**src/rtl/elementwise_operand_streamer.sv**
```systemverilog
// elementwise_operand_streamer
// Streams one (unary op) or two (binary op) tensors out of buffer SRAM as
// aligned operand streams for the element-wise unit. A small FSM walks the
// read addresses, the read strobes are decoded combinationally from state,
// and the valid flags are the strobes delayed by the fixed SRAM latency.

module elementwise_operand_streamer #(
  parameter int DATA_WIDTH = 8,
  parameter int ADDR_WIDTH = 16,
  parameter int LEN_WIDTH  = 16
) (
  input  logic                  clk,
  input  logic                  rst_n,
  input  logic                  start,
  input  logic                  abort,
  input  logic [2:0]            op_type,
  input  logic [ADDR_WIDTH-1:0] base_a,
  input  logic [ADDR_WIDTH-1:0] base_b,
  input  logic [LEN_WIDTH-1:0]  length,
  input  logic                  stall,
  output logic                  rd_en_a,
  output logic                  rd_en_b,
  output logic [ADDR_WIDTH-1:0] rd_addr_a,
  output logic [ADDR_WIDTH-1:0] rd_addr_b,
  input  logic [DATA_WIDTH-1:0] rd_data_a,
  input  logic [DATA_WIDTH-1:0] rd_data_b,
  output logic                  ew_enable,
  output logic [2:0]            ew_op_type,
  output logic                  valid_a,
  output logic                  valid_b,
  output logic [DATA_WIDTH-1:0] data_a,
  output logic [DATA_WIDTH-1:0] data_b,
  output logic                  busy,
  output logic                  done,
  output logic [LEN_WIDTH-1:0]  issued
);

  typedef enum logic [1:0] {
    S_IDLE   = 2'd0,
    S_STREAM = 2'd1,
    S_DRAIN  = 2'd2,
    S_DONE   = 2'd3
  } state_e;

  localparam logic [2:0]            OP_ABS   = 3'b101;
  localparam logic [2:0]            OP_NEG   = 3'b110;
  localparam logic [LEN_WIDTH-1:0]  LEN_ONE  = LEN_WIDTH'(1);
  localparam logic [LEN_WIDTH-1:0]  LEN_ZERO = LEN_WIDTH'(0);
  localparam logic [ADDR_WIDTH-1:0] ADDR_ONE = ADDR_WIDTH'(1);
  localparam logic [ADDR_WIDTH-1:0] ADDR_ZERO = ADDR_WIDTH'(0);

  // Unary ops consume only tensor A.
  function automatic logic is_unary(input logic [2:0] op);
    return (op == OP_ABS) || (op == OP_NEG);
  endfunction

  state_e                  state_q, state_d;
  logic [2:0]              op_q, op_d;
  logic [ADDR_WIDTH-1:0]   addr_a_q, addr_a_d;
  logic [ADDR_WIDTH-1:0]   addr_b_q, addr_b_d;
  logic [LEN_WIDTH-1:0]    len_q, len_d;
  logic [LEN_WIDTH-1:0]    issued_q, issued_d;
  logic                    valid_a_q;
  logic                    valid_b_q;

  logic                    start_acc_s;
  logic                    rd_a_s;
  logic                    rd_b_s;
  logic                    last_rd_s;
  logic                    unary_s;

  assign unary_s     = is_unary(op_q);
  assign start_acc_s = (state_q == S_IDLE) && start;
  // Abort outranks stall; both only matter while streaming.
  assign rd_a_s      = (state_q == S_STREAM) && !stall && !abort && (issued_q < len_q);
  assign rd_b_s      = rd_a_s && !unary_s;
  assign last_rd_s   = rd_a_s && ((issued_q + LEN_ONE) == len_q);

  // State register.
  always_ff @(posedge clk or negedge rst_n) begin
    if (!rst_n) begin
      state_q <= S_IDLE;
    end else begin
      state_q <= state_d;
    end
  end

  // Next-state logic: zero-length jobs skip straight to DONE.
  always_comb begin
    state_d = state_q;
    case (state_q)
      S_IDLE: begin
        if (start) begin
          state_d = (length == LEN_ZERO) ? S_DONE : S_STREAM;
        end else begin
          state_d = S_IDLE;
        end
      end
      S_STREAM: begin
        if (abort) begin
          state_d = S_IDLE;
        end else if (last_rd_s) begin
          state_d = S_DRAIN;
        end else begin
          state_d = S_STREAM;
        end
      end
      S_DRAIN: begin
        if (abort) begin
          state_d = S_IDLE;
        end else begin
          state_d = S_DONE;
        end
      end
      S_DONE:  state_d = S_IDLE;
      default: state_d = S_IDLE;
    endcase
  end

  // Job configuration and address walk: load on accepted start, step per read.
  always_comb begin
    op_d     = op_q;
    addr_a_d = addr_a_q;
    addr_b_d = addr_b_q;
    len_d    = len_q;
    issued_d = issued_q;
    if (start_acc_s) begin
      op_d     = op_type;
      addr_a_d = base_a;
      addr_b_d = is_unary(op_type) ? ADDR_ZERO : base_b;
      len_d    = length;
      issued_d = LEN_ZERO;
    end else if (rd_a_s) begin
      addr_a_d = addr_a_q + ADDR_ONE;
      addr_b_d = unary_s ? ADDR_ZERO : (addr_b_q + ADDR_ONE);
      issued_d = issued_q + LEN_ONE;
    end else begin
      issued_d = issued_q;
    end
  end

  // Datapath registers.
  always_ff @(posedge clk or negedge rst_n) begin
    if (!rst_n) begin
      op_q     <= 3'b000;
      addr_a_q <= ADDR_ZERO;
      addr_b_q <= ADDR_ZERO;
      len_q    <= LEN_ZERO;
      issued_q <= LEN_ZERO;
    end else begin
      op_q     <= op_d;
      addr_a_q <= addr_a_d;
      addr_b_q <= addr_b_d;
      len_q    <= len_d;
      issued_q <= issued_d;
    end
  end

  // Valid flags track the one-cycle SRAM read latency.
  always_ff @(posedge clk or negedge rst_n) begin
    if (!rst_n) begin
      valid_a_q <= 1'b0;
      valid_b_q <= 1'b0;
    end else begin
      valid_a_q <= rd_a_s;
      valid_b_q <= rd_b_s;
    end
  end

  // Output decode from state and registers.
  always_comb begin
    rd_en_a    = rd_a_s;
    rd_en_b    = rd_b_s;
    rd_addr_a  = addr_a_q;
    rd_addr_b  = addr_b_q;
    valid_a    = valid_a_q;
    valid_b    = valid_b_q;
    data_a     = rd_data_a;
    data_b     = rd_data_b;
    ew_op_type = op_q;
    issued     = issued_q;
    ew_enable  = (state_q == S_STREAM) || (state_q == S_DRAIN);
    busy       = (state_q != S_IDLE);
    done       = (state_q == S_DONE);
  end

endmodule

```
**config.mk**
```make
export PLATFORM = sky130hd
export DESIGN_NAME = elementwise_operand_streamer
export DESIGN_NICKNAME = d
export VERILOG_FILES = /design/src/rtl/elementwise_operand_streamer.sv
export SDC_FILE = /design/constraint.sdc
export NUM_CORES = 1
export LEC_CHECK = 0
export CAP_MARGIN = 0
export CORE_MARGIN = 2
export CORE_UTILIZATION = 40
export DETAILED_ROUTE_END_ITERATION = 8
export PLACE_DENSITY = 0.72
export SYNTH_ARGS = -nofsm -noshare
export SYNTH_HDL_FRONTEND = slang
export SYNTH_SLANG_ARGS = --single-unit
```
**constraint.sdc**
```tcl
create_clock -name clk -period 4.06 [get_ports clk]
set_input_delay 0.609 -clock clk [delete_from_list [all_inputs] [get_ports clk]]
set_output_delay 0.609 -clock clk [all_outputs]
set_load 0.01 [all_outputs]
```
# Word level (Yosys, flattened, before mapping)
# Index checks and enable logic that the tools add are counted.
# totals
register_bits	71
latchBits	0
ram_bits	0
romBits	0
in_bits	72
n_memories	0
# classes
reduce_logical	16
n_mux	14
n_div	0
order_cmp	1
shifts	0
multipliers	0
addsub	3
n_eq_ne	8
bitwise_logic	0
# op_table
op	count
2-to-1 mux 16 bit	8
adder 16 x 1 -> 16 bit, second input constant	3
== test 16 bit	1
zero test 16 bit	1
< comparator 16 bit	1
== test 3 bit, second input constant	4
2-to-1 mux 2 bit	5
case mux 2 bit (4 select lines)	1
logical AND 1 bit	6
== test 2 bit, second input constant	2
nonzero test 2 bit	2
zero test 1 bit	3
logical OR 1 bit	3
== test 2 x 1 -> 1 bit, second input constant	1
zero test 2 bit	1

# Logic depth before layout (Yosys ltp)
# Gate-level depths: netlist of the first run.
# logic_depth
word_depth	8
mapped_depth	11

# Least setup slack after synthesis of the first run
# Ideal clock, no wire load.
# synth_path
kind	register to output
from	reg issued_q[9] (netlist: issued[9])
to	out rd_en_b
path_stages_with_launch	9
n_path_buf	2
t_required_ns	3.451
setup_slack_ns	1.355
arrival_time_ns	2.096
path_cell_list	dfrtp_1 -> ha_1 -> a211oi_1 -> nor2_1 -> nor4_4 -> a31oi_4 -> buf_6 -> buf_2 -> nor2_1
# synth_via
elab_chain_cells	3
# synth_lines
element	line_no	source
start: declaration	62	logic [LEN_WIDTH-1:0] issued_q, issued_d;
start signal: assignment	155	issued_q <= issued_d;
< comparator 16 bit	75	assign rd_a_s = (state_q == S_STREAM) && !stall && !abort && (issued_q < len_q);
logical AND 1 bit	75	
logical AND 1 bit	76	assign rd_b_s = rd_a_s && !unary_s;
end: declaration	22	output logic rd_en_b,
# Every way passes these cells.

# Final worst setup path of the first run
# layout_path
from	in stall
to	out rd_en_b
# layout_via
elab_chain_cells	5
# layout_lines
element	line_no	source
start: declaration	20	input logic stall,
zero test 1 bit	75	
logical AND 1 bit (3 in a row)	75	
logical AND 1 bit	76	
# Every way passes these cells.

==> flow_summary.ini, run 1 <==
[clock_tree]
tritoncts.num_buffers = 9
cts_setup_buffers = 0
cts.repair.resized = 0
max-clock-path-buffers = 2
clockRootBuffer = sky130_fd_sc_hd__clkbuf_16
clk_transition_reported_paths_ps = 60
cts.sinks = 71
h-tree-depth = 3
cts-hold-fix-buffers = 0
cts_tree = built
insertion_delay_ps = 330

[route]
drt.antenna.violating_nets = 0
residual_drc_count = 0
drt-total-wl_mm = 12.4
drtIter0Drc = 237
detail_route.wl_per_cell_um = 16.1
drt-vias-per-instance = 5.45
pre_antenna_drt_iters = 4
num_vias = 4188

[sta]
worst_slew_margin_rel_pct = 49.2
finalCritPeriodShare_pct = 82.4
drv_slew = 0
tightest_slew_ps = 762
report.final.setup_viol = 0
final.setup_skew_ps = 10.4
max_freq_ghz = 0.299
final.setup.tns_ps = 0
finalHoldViolations = 0
post_layout_minimum_cycle_time_ps = 3350
finalHoldWorstSlack_ps = 328
post-route-worst-setup-slack_ps = 715
rsz_0062_raised_after_global_routing = no

[global_route]
gr-total-overflow = 0
groute.usage.overall_pct = 20.4
first_pass_grt_wire_length_mm = 20.7
first_global_vias = 4247
initial_antenna_violation_count = 0
grt_max_degree = 56

[pwr]
p_clk_share_pct = 30.4
power.internal_w = 0.00172
worst_voltage_drop_across_the_vdd_grid_uv = 211
power_frac_seq_pct = 38.9
power_leakage_nw = 2.38
net-switching-power_w = 0.000821
power_w = 0.00254
power_density_nw_per_um2 = 425
switching_share_pct = 32.3
combinationalPowerShare_pct = 30.7

[cells_and_area]
fraction_of_layout_instances_using_a_drive_strength_above_1_pct = 5.59
layout_commonest_cell = sky130_fd_sc_hd__clkdlybuf4s50_1
antenna_cells = 0
design.final.nets = 719
fin_area_sq_um = 5990
mostFrequentLayoutCells = sky130_fd_sc_hd__clkdlybuf4s50_1 (112), sky130_fd_sc_hd__dfrtp_1 (71), sky130_fd_sc_hd__nand2_1 (59)
synthToLayoutAreaGrowth_pct = 30.4

[critical_path]
cp.buffers_inverters = 2
crit_slowest_cell = sky130_fd_sc_hd__clkdlybuf4s50_1
critPathMostFrequentCell = sky130_fd_sc_hd__clkdlybuf4s50_1
worst_setup_path_end_kind = output pin
reg2reg_setup_slack_ps = 1080
worstSetupPathType = primary input to output pin
critical_path.cell_chain = clkdlybuf4s50_1, nor4b_2, nand2_1, nor4_4, a31oi_4, nor2_1, clkdlybuf4s50_1
worst_ep_required_time_ps = 3450
arrival_ps = 2740
critPathTopFamily = buffers and inverters
largest_stage_delay_on_the_critical_path_ps = 560
critical_path_peak_fanout = 5
critPathLaunchType = primary input

[yosys]
synth_edf_count = 0
mappedNetlistNets = 629
avgSynthCellArea_sq_um = 8.62
yosys_warnings = 0
seq_area_frac_synth_pct = 38.7
async_reset_ff_share_pct = 100
synthCells = 533
synth_flop_cell = sky130_fd_sc_hd__dfrtp_1
ys_types = 54
postSynthRegisterBits = 71
post_synth_instance_area_sq_um = 4590

[min_path]
holdCritPathClass = primary input to asynchronous set/reset pin

[place]
port-buffer-count = 113
dp_hpwl_mm = 8.97
gp_routability_congestion = 0.933
placement.setup.worst_slack_ps = 697
placed_area_sq_um = 5700

[floorplan]
start_util_pct = 40.6
i_o_pin_cnt = 146
rows = 39
placeable_core_area_sq_um = 11300
die-width_um = 111
fp.dieH_um = 111
design.die.area_sq_um = 12400

[run]
drv_cap = 0

[outcome]
status = finished, final reports clean
==> path summary, 6_finish.rpt <==
check                                             to                      start  cells past startpoint
setup / recovery                             rd_en_b                      stall                      7
hold / removal             rd_addr_b[11]$_DFFE_PN0P_                      rst_n                      1
setup reg to reg            rd_addr_b[3]$_DFFE_PN0P_      issued[5]$_DFFE_PN0P_                     10
hold reg to reg            ew_op_type[2]$_DFFE_PN0P_  ew_op_type[2]$_DFFE_PN0P_                      2
max in group asynchronous     issued[13]$_DFFE_PN0P_                      rst_n                      2
min in group clk           ew_op_type[2]$_DFFE_PN0P_  ew_op_type[2]$_DFFE_PN0P_                      2
==> state kept, by name (all words and copies together) (netlist names) <==
register	cells
issued	16
len_q	16
rd_addr_a	16
rd_addr_b	16
ew_op_type	3
state_q	2
valid_a	1
valid_b	1
==> cell families (layout without fill, tap and decap cells) <==
group / after synthesis / after routing / share of synthesized area, %
compound gates: 126 / 126 / 16.1
mux: 3 / 3 / 0.681
simple gates: 203 / 203 / 22.7
buf+inv: 63 / 156 / 7.13
fa+ha+maj: 24 / 24 / 6.54
xor+xnor: 43 / 43 / 8.20
flops: 71 / 71 / 38.7
==> cell usage after synthesis (2+ instances only) <==
cell | count | area (sq um)
sky130_fd_sc_hd__a211o_1 | 3 | 26.3
sky130_fd_sc_hd__a21oi_1 | 37 | 185
sky130_fd_sc_hd__a221o_1 | 2 | 20.0
sky130_fd_sc_hd__a221oi_1 | 2 | 17.5
sky130_fd_sc_hd__a22oi_1 | 3 | 22.5
sky130_fd_sc_hd__a31oi_1 | 6 | 37.5
sky130_fd_sc_hd__and2_1 | 6 | 37.5
sky130_fd_sc_hd__and3_1 | 8 | 50.1
sky130_fd_sc_hd__and4_1 | 4 | 35.0
sky130_fd_sc_hd__buf_2 | 5 | 25.0
sky130_fd_sc_hd__buf_4 | 16 | 120
sky130_fd_sc_hd__buf_6 | 3 | 33.8
sky130_fd_sc_hd__clkbuf_1 | 14 | 52.6
sky130_fd_sc_hd__clkbuf_2 | 2 | 10.0
sky130_fd_sc_hd__dfrtp_1 | 71 | 1780
sky130_fd_sc_hd__ha_1 | 24 | 300
sky130_fd_sc_hd__inv_1 | 22 | 82.6
sky130_fd_sc_hd__mux2i_1 | 2 | 20.0
sky130_fd_sc_hd__nand2_1 | 59 | 221
sky130_fd_sc_hd__nand2b_1 | 4 | 25.0
sky130_fd_sc_hd__nand3_1 | 16 | 80.1
sky130_fd_sc_hd__nand4_1 | 6 | 37.5
sky130_fd_sc_hd__nor2_1 | 46 | 173
sky130_fd_sc_hd__nor2b_1 | 3 | 18.8
sky130_fd_sc_hd__nor3_1 | 17 | 85.1
sky130_fd_sc_hd__nor3b_1 | 6 | 45.0
sky130_fd_sc_hd__nor3b_2 | 2 | 25.0
sky130_fd_sc_hd__nor4_1 | 8 | 50.1
sky130_fd_sc_hd__nor4b_1 | 2 | 17.5
sky130_fd_sc_hd__nor4b_2 | 2 | 30.0
sky130_fd_sc_hd__o211ai_1 | 2 | 15.0
sky130_fd_sc_hd__o21ai_0 | 53 | 265
sky130_fd_sc_hd__o21ai_1 | 6 | 30.0
sky130_fd_sc_hd__o311ai_0 | 2 | 17.5
sky130_fd_sc_hd__o31ai_1 | 2 | 15.0
sky130_fd_sc_hd__or3_1 | 6 | 37.5
sky130_fd_sc_hd__or4_1 | 3 | 22.5
sky130_fd_sc_hd__xnor2_1 | 32 | 280
sky130_fd_sc_hd__xor2_1 | 11 | 96.3
==> metal layers <==
metal  up-vias  part of all wire [%]  track usage (%)
met3        15                   5.7             4.92
met5         -                     0                0
met4         0                   1.0             5.93
li1       2035                     -                -
met2       123                    47             32.4
met1      2015                    46             27.7
==> final cells by class <==
type,count,area [sq um]
inverters,23,86.3
clock inverters,4,47.5
repair buffers,119,1170
multi-input cells,399,2490
fillers,1057,5330
clock buffers,10,239
flip-flops and latches,71,1780
well taps,143,179
==> through the flow <==
step	instances	utilization [%]
floorplan	533	-
global placement	755	50.4
detailed placement	755	50.4
CTS	769	52.9
global route	769	52.9
finish	769	52.9
==> worst reg2reg max path: cells and delay by family, from the launching register on <==
family                   cells  cell delay [ps]
flip-flops                   1              500
buffers and inverters        2              270
adder cells (fa/ha/maj)      1              330
AO/OA/AOI/OAI                4              910
AND/OR/NAND/NOR              3              850
==> power by group through the flow <==
stage / Sequential [W] / Clock [W] / Combinational (W)
after global placement: 0.000989 / 0 / 0.000763
final: 0.000990 / 0.000774 / 0.000780
after floorplan: 0.00101 / 0 / 0.000383
after CTS: 0.000987 / 0.000789 / 0.000786
after global routing: 0.00101 / 0.000823 / 0.000861
after detailed placement: 0.000997 / 0 / 0.000781
Power figures use the tool's default switching activity.
==> run 2, diff against run 1 <==
clock period = 3.48 ns   (was 4.06 ns; I/O delays follow)
==> run 2 against run 1 <==
Effect of this change: design area up 0.48%; non-clock buffer count up 1; clock skew down 3.1 ps; global-route usage about the same; worst hold slack better by 36 ps; sequential cell count unchanged; highest routed layer unchanged; setup slack worse by 530 ps; clock power up 23%; core utilization up 0.25 points; sequential power up 16%; wire length up 0.82%.
==> flow_summary.ini, run 2 (synthesis gave the netlist of run 1 again) <==
[outcome]
status = finished, final reports clean

[cells_and_area]
synthToLayoutAreaGrowth_pct = 31.0
design.final.nets = 720
mostFrequentLayoutCells = sky130_fd_sc_hd__clkdlybuf4s50_1 (112), sky130_fd_sc_hd__dfrtp_1 (71), sky130_fd_sc_hd__nand2_1 (59)
total_of_fill_cells_in_the_finished_design = 1063
layout_commonest_cell = sky130_fd_sc_hd__clkdlybuf4s50_1
antenna_cells = 0
fin_area_sq_um = 6020
fraction_of_layout_instances_using_a_drive_strength_above_1_pct = 6.04

[sta]
final.setup_skew_ps = 7.27
finalCritPeriodShare_pct = 94.6
post_layout_minimum_cycle_time_ps = 3290
finalHoldViolations = 0
report.final.setup_viol = 0
rsz_0062_raised_after_global_routing = no
worst_slew_margin_rel_pct = 37.7
final.setup.tns_ps = 0
tightest_slew_ps = 935
drv_slew = 0
max_freq_ghz = 0.304

[critical_path]
worstSetupPathType = flop to output pin
arrival_ps = 2770
worst_setup_path_end_kind = output pin
reg2reg_setup_slack_ps = 470
critical_path_peak_fanout = 7
critPathLaunchType = flop
worst_ep_required_time_ps = 2960

[route]
detail_route.wl_per_cell_um = 16.1
drt-vias-per-instance = 5.36
pre_antenna_drt_iters = 4
drtIter0Drc = 316
drt.antenna.violating_nets = 0
num_vias = 4140
drt-total-wl_mm = 12.5
residual_drc_count = 0

[pwr]
power_density_nw_per_um2 = 500
worst_voltage_drop_across_the_vdd_grid_uv = 337
power_leakage_nw = 2.40

[floorplan]
i_o_pin_cnt = 146
rows = 39
die-width_um = 111
design.die.area_sq_um = 12400
placeable_core_area_sq_um = 11300
fp.dieH_um = 111
start_util_pct = 40.6

[clock_tree]
tritoncts.num_buffers = 9
cts_setup_buffers = 0
clockRootBuffer = sky130_fd_sc_hd__clkbuf_16
insertion_delay_ps = 340
max-clock-path-buffers = 2
cts.repair.resized = 0
cts.sinks = 71
cts_tree = built
clk_transition_reported_paths_ps = 60
cts-hold-fix-buffers = 0
h-tree-depth = 3

[place]
placed_area_sq_um = 5710
gp_routability_congestion = 0.858
dp_hpwl_mm = 9.00
port-buffer-count = 113

[global_route]
groute.usage.overall_pct = 20.4
first_pass_grt_wire_length_mm = 20.4
gr-total-overflow = 0
first_global_vias = 3998
initial_antenna_violation_count = 0
grt_max_degree = 72

[min_path]
holdCritPathClass = primary input to asynchronous set/reset pin

[run]
drv_cap = 0
## run 2: cell type report
class                   count  area, sq um  area share (%)
multi-input cells         399         2490            41.4
flip-flops and latches     71         1780            29.5
repair buffers            120         1180            19.6
clock buffers              10          239            3.97
well taps                 143          179            2.97
inverters                  23         86.3            1.43
clock inverters             6         68.8            1.14
## run 2: metal layers
layer  share of wire [%]  up-vias  global-route usage (%)
met1                  47     1969                    28.1
met2                  46      113                    31.6
met4                 1.7        0                    7.24
met3                 5.0       19                    4.43
met5                   0        -                       0
li1                    -     2039                       -
## run 2: worst max-delay path, cell delays in order, from the launching register on
cell,delay (ps)
sky130_fd_sc_hd__dfrtp_1,470
sky130_fd_sc_hd__ha_1,370
sky130_fd_sc_hd__a211oi_1,240
sky130_fd_sc_hd__nor2_1,130
sky130_fd_sc_hd__nor4_4,300
sky130_fd_sc_hd__a31oi_4,180
sky130_fd_sc_hd__nor2_1,190
sky130_fd_sc_hd__clkdlybuf4s50_1,560
## run 2: per-stage QoR
stage	worst slack [ps]	power, W	std cells	hold slack [ps]	utilization (%)
after floorplan	862	0.00163	533	226	-
after global placement	272	0.00204	756	478	50.5
after detailed placement	268	0.00207	756	477	50.5
after CTS	174	0.00303	772	438	53.2
after global routing	36.8	0.00319	772	477	53.2
final	188	0.00301	772	365	53.2
## run 2: final timing paths
| path | start | end | cells past startpoint |
|---|---|---|---|
| max in group asynchronous | rst_n | issued[6]$_DFFE_PN0P_ | 2 |
| worst min-delay path | rst_n | rd_addr_b[9]$_DFFE_PN0P_ | 2 |
| min in group clk | ew_op_type[2]$_DFFE_PN0P_ | ew_op_type[2]$_DFFE_PN0P_ | 2 |
| worst max register to register | issued[7]$_DFFE_PN0P_ | rd_addr_b[8]$_DFFE_PN0P_ | 10 |
| worst max-delay path | issued[9]$_DFFE_PN0P_ | rd_en_b | 7 |
| worst min register to register | ew_op_type[2]$_DFFE_PN0P_ | ew_op_type[2]$_DFFE_PN0P_ | 2 |
## run 2: where the power goes
group / leakage (nW) / total (W) / internal, W / switching [W]
clock network: 0.149 / 0.000951 / 0.000578 / 0.000373
logic: 1.35 / 0.000907 / 0.000472 / 0.000434
registers: 0.896 / 0.00115 / 0.000973 / 0.000178
total: 2.40 / 0.00301 / 0.00202 / 0.000986
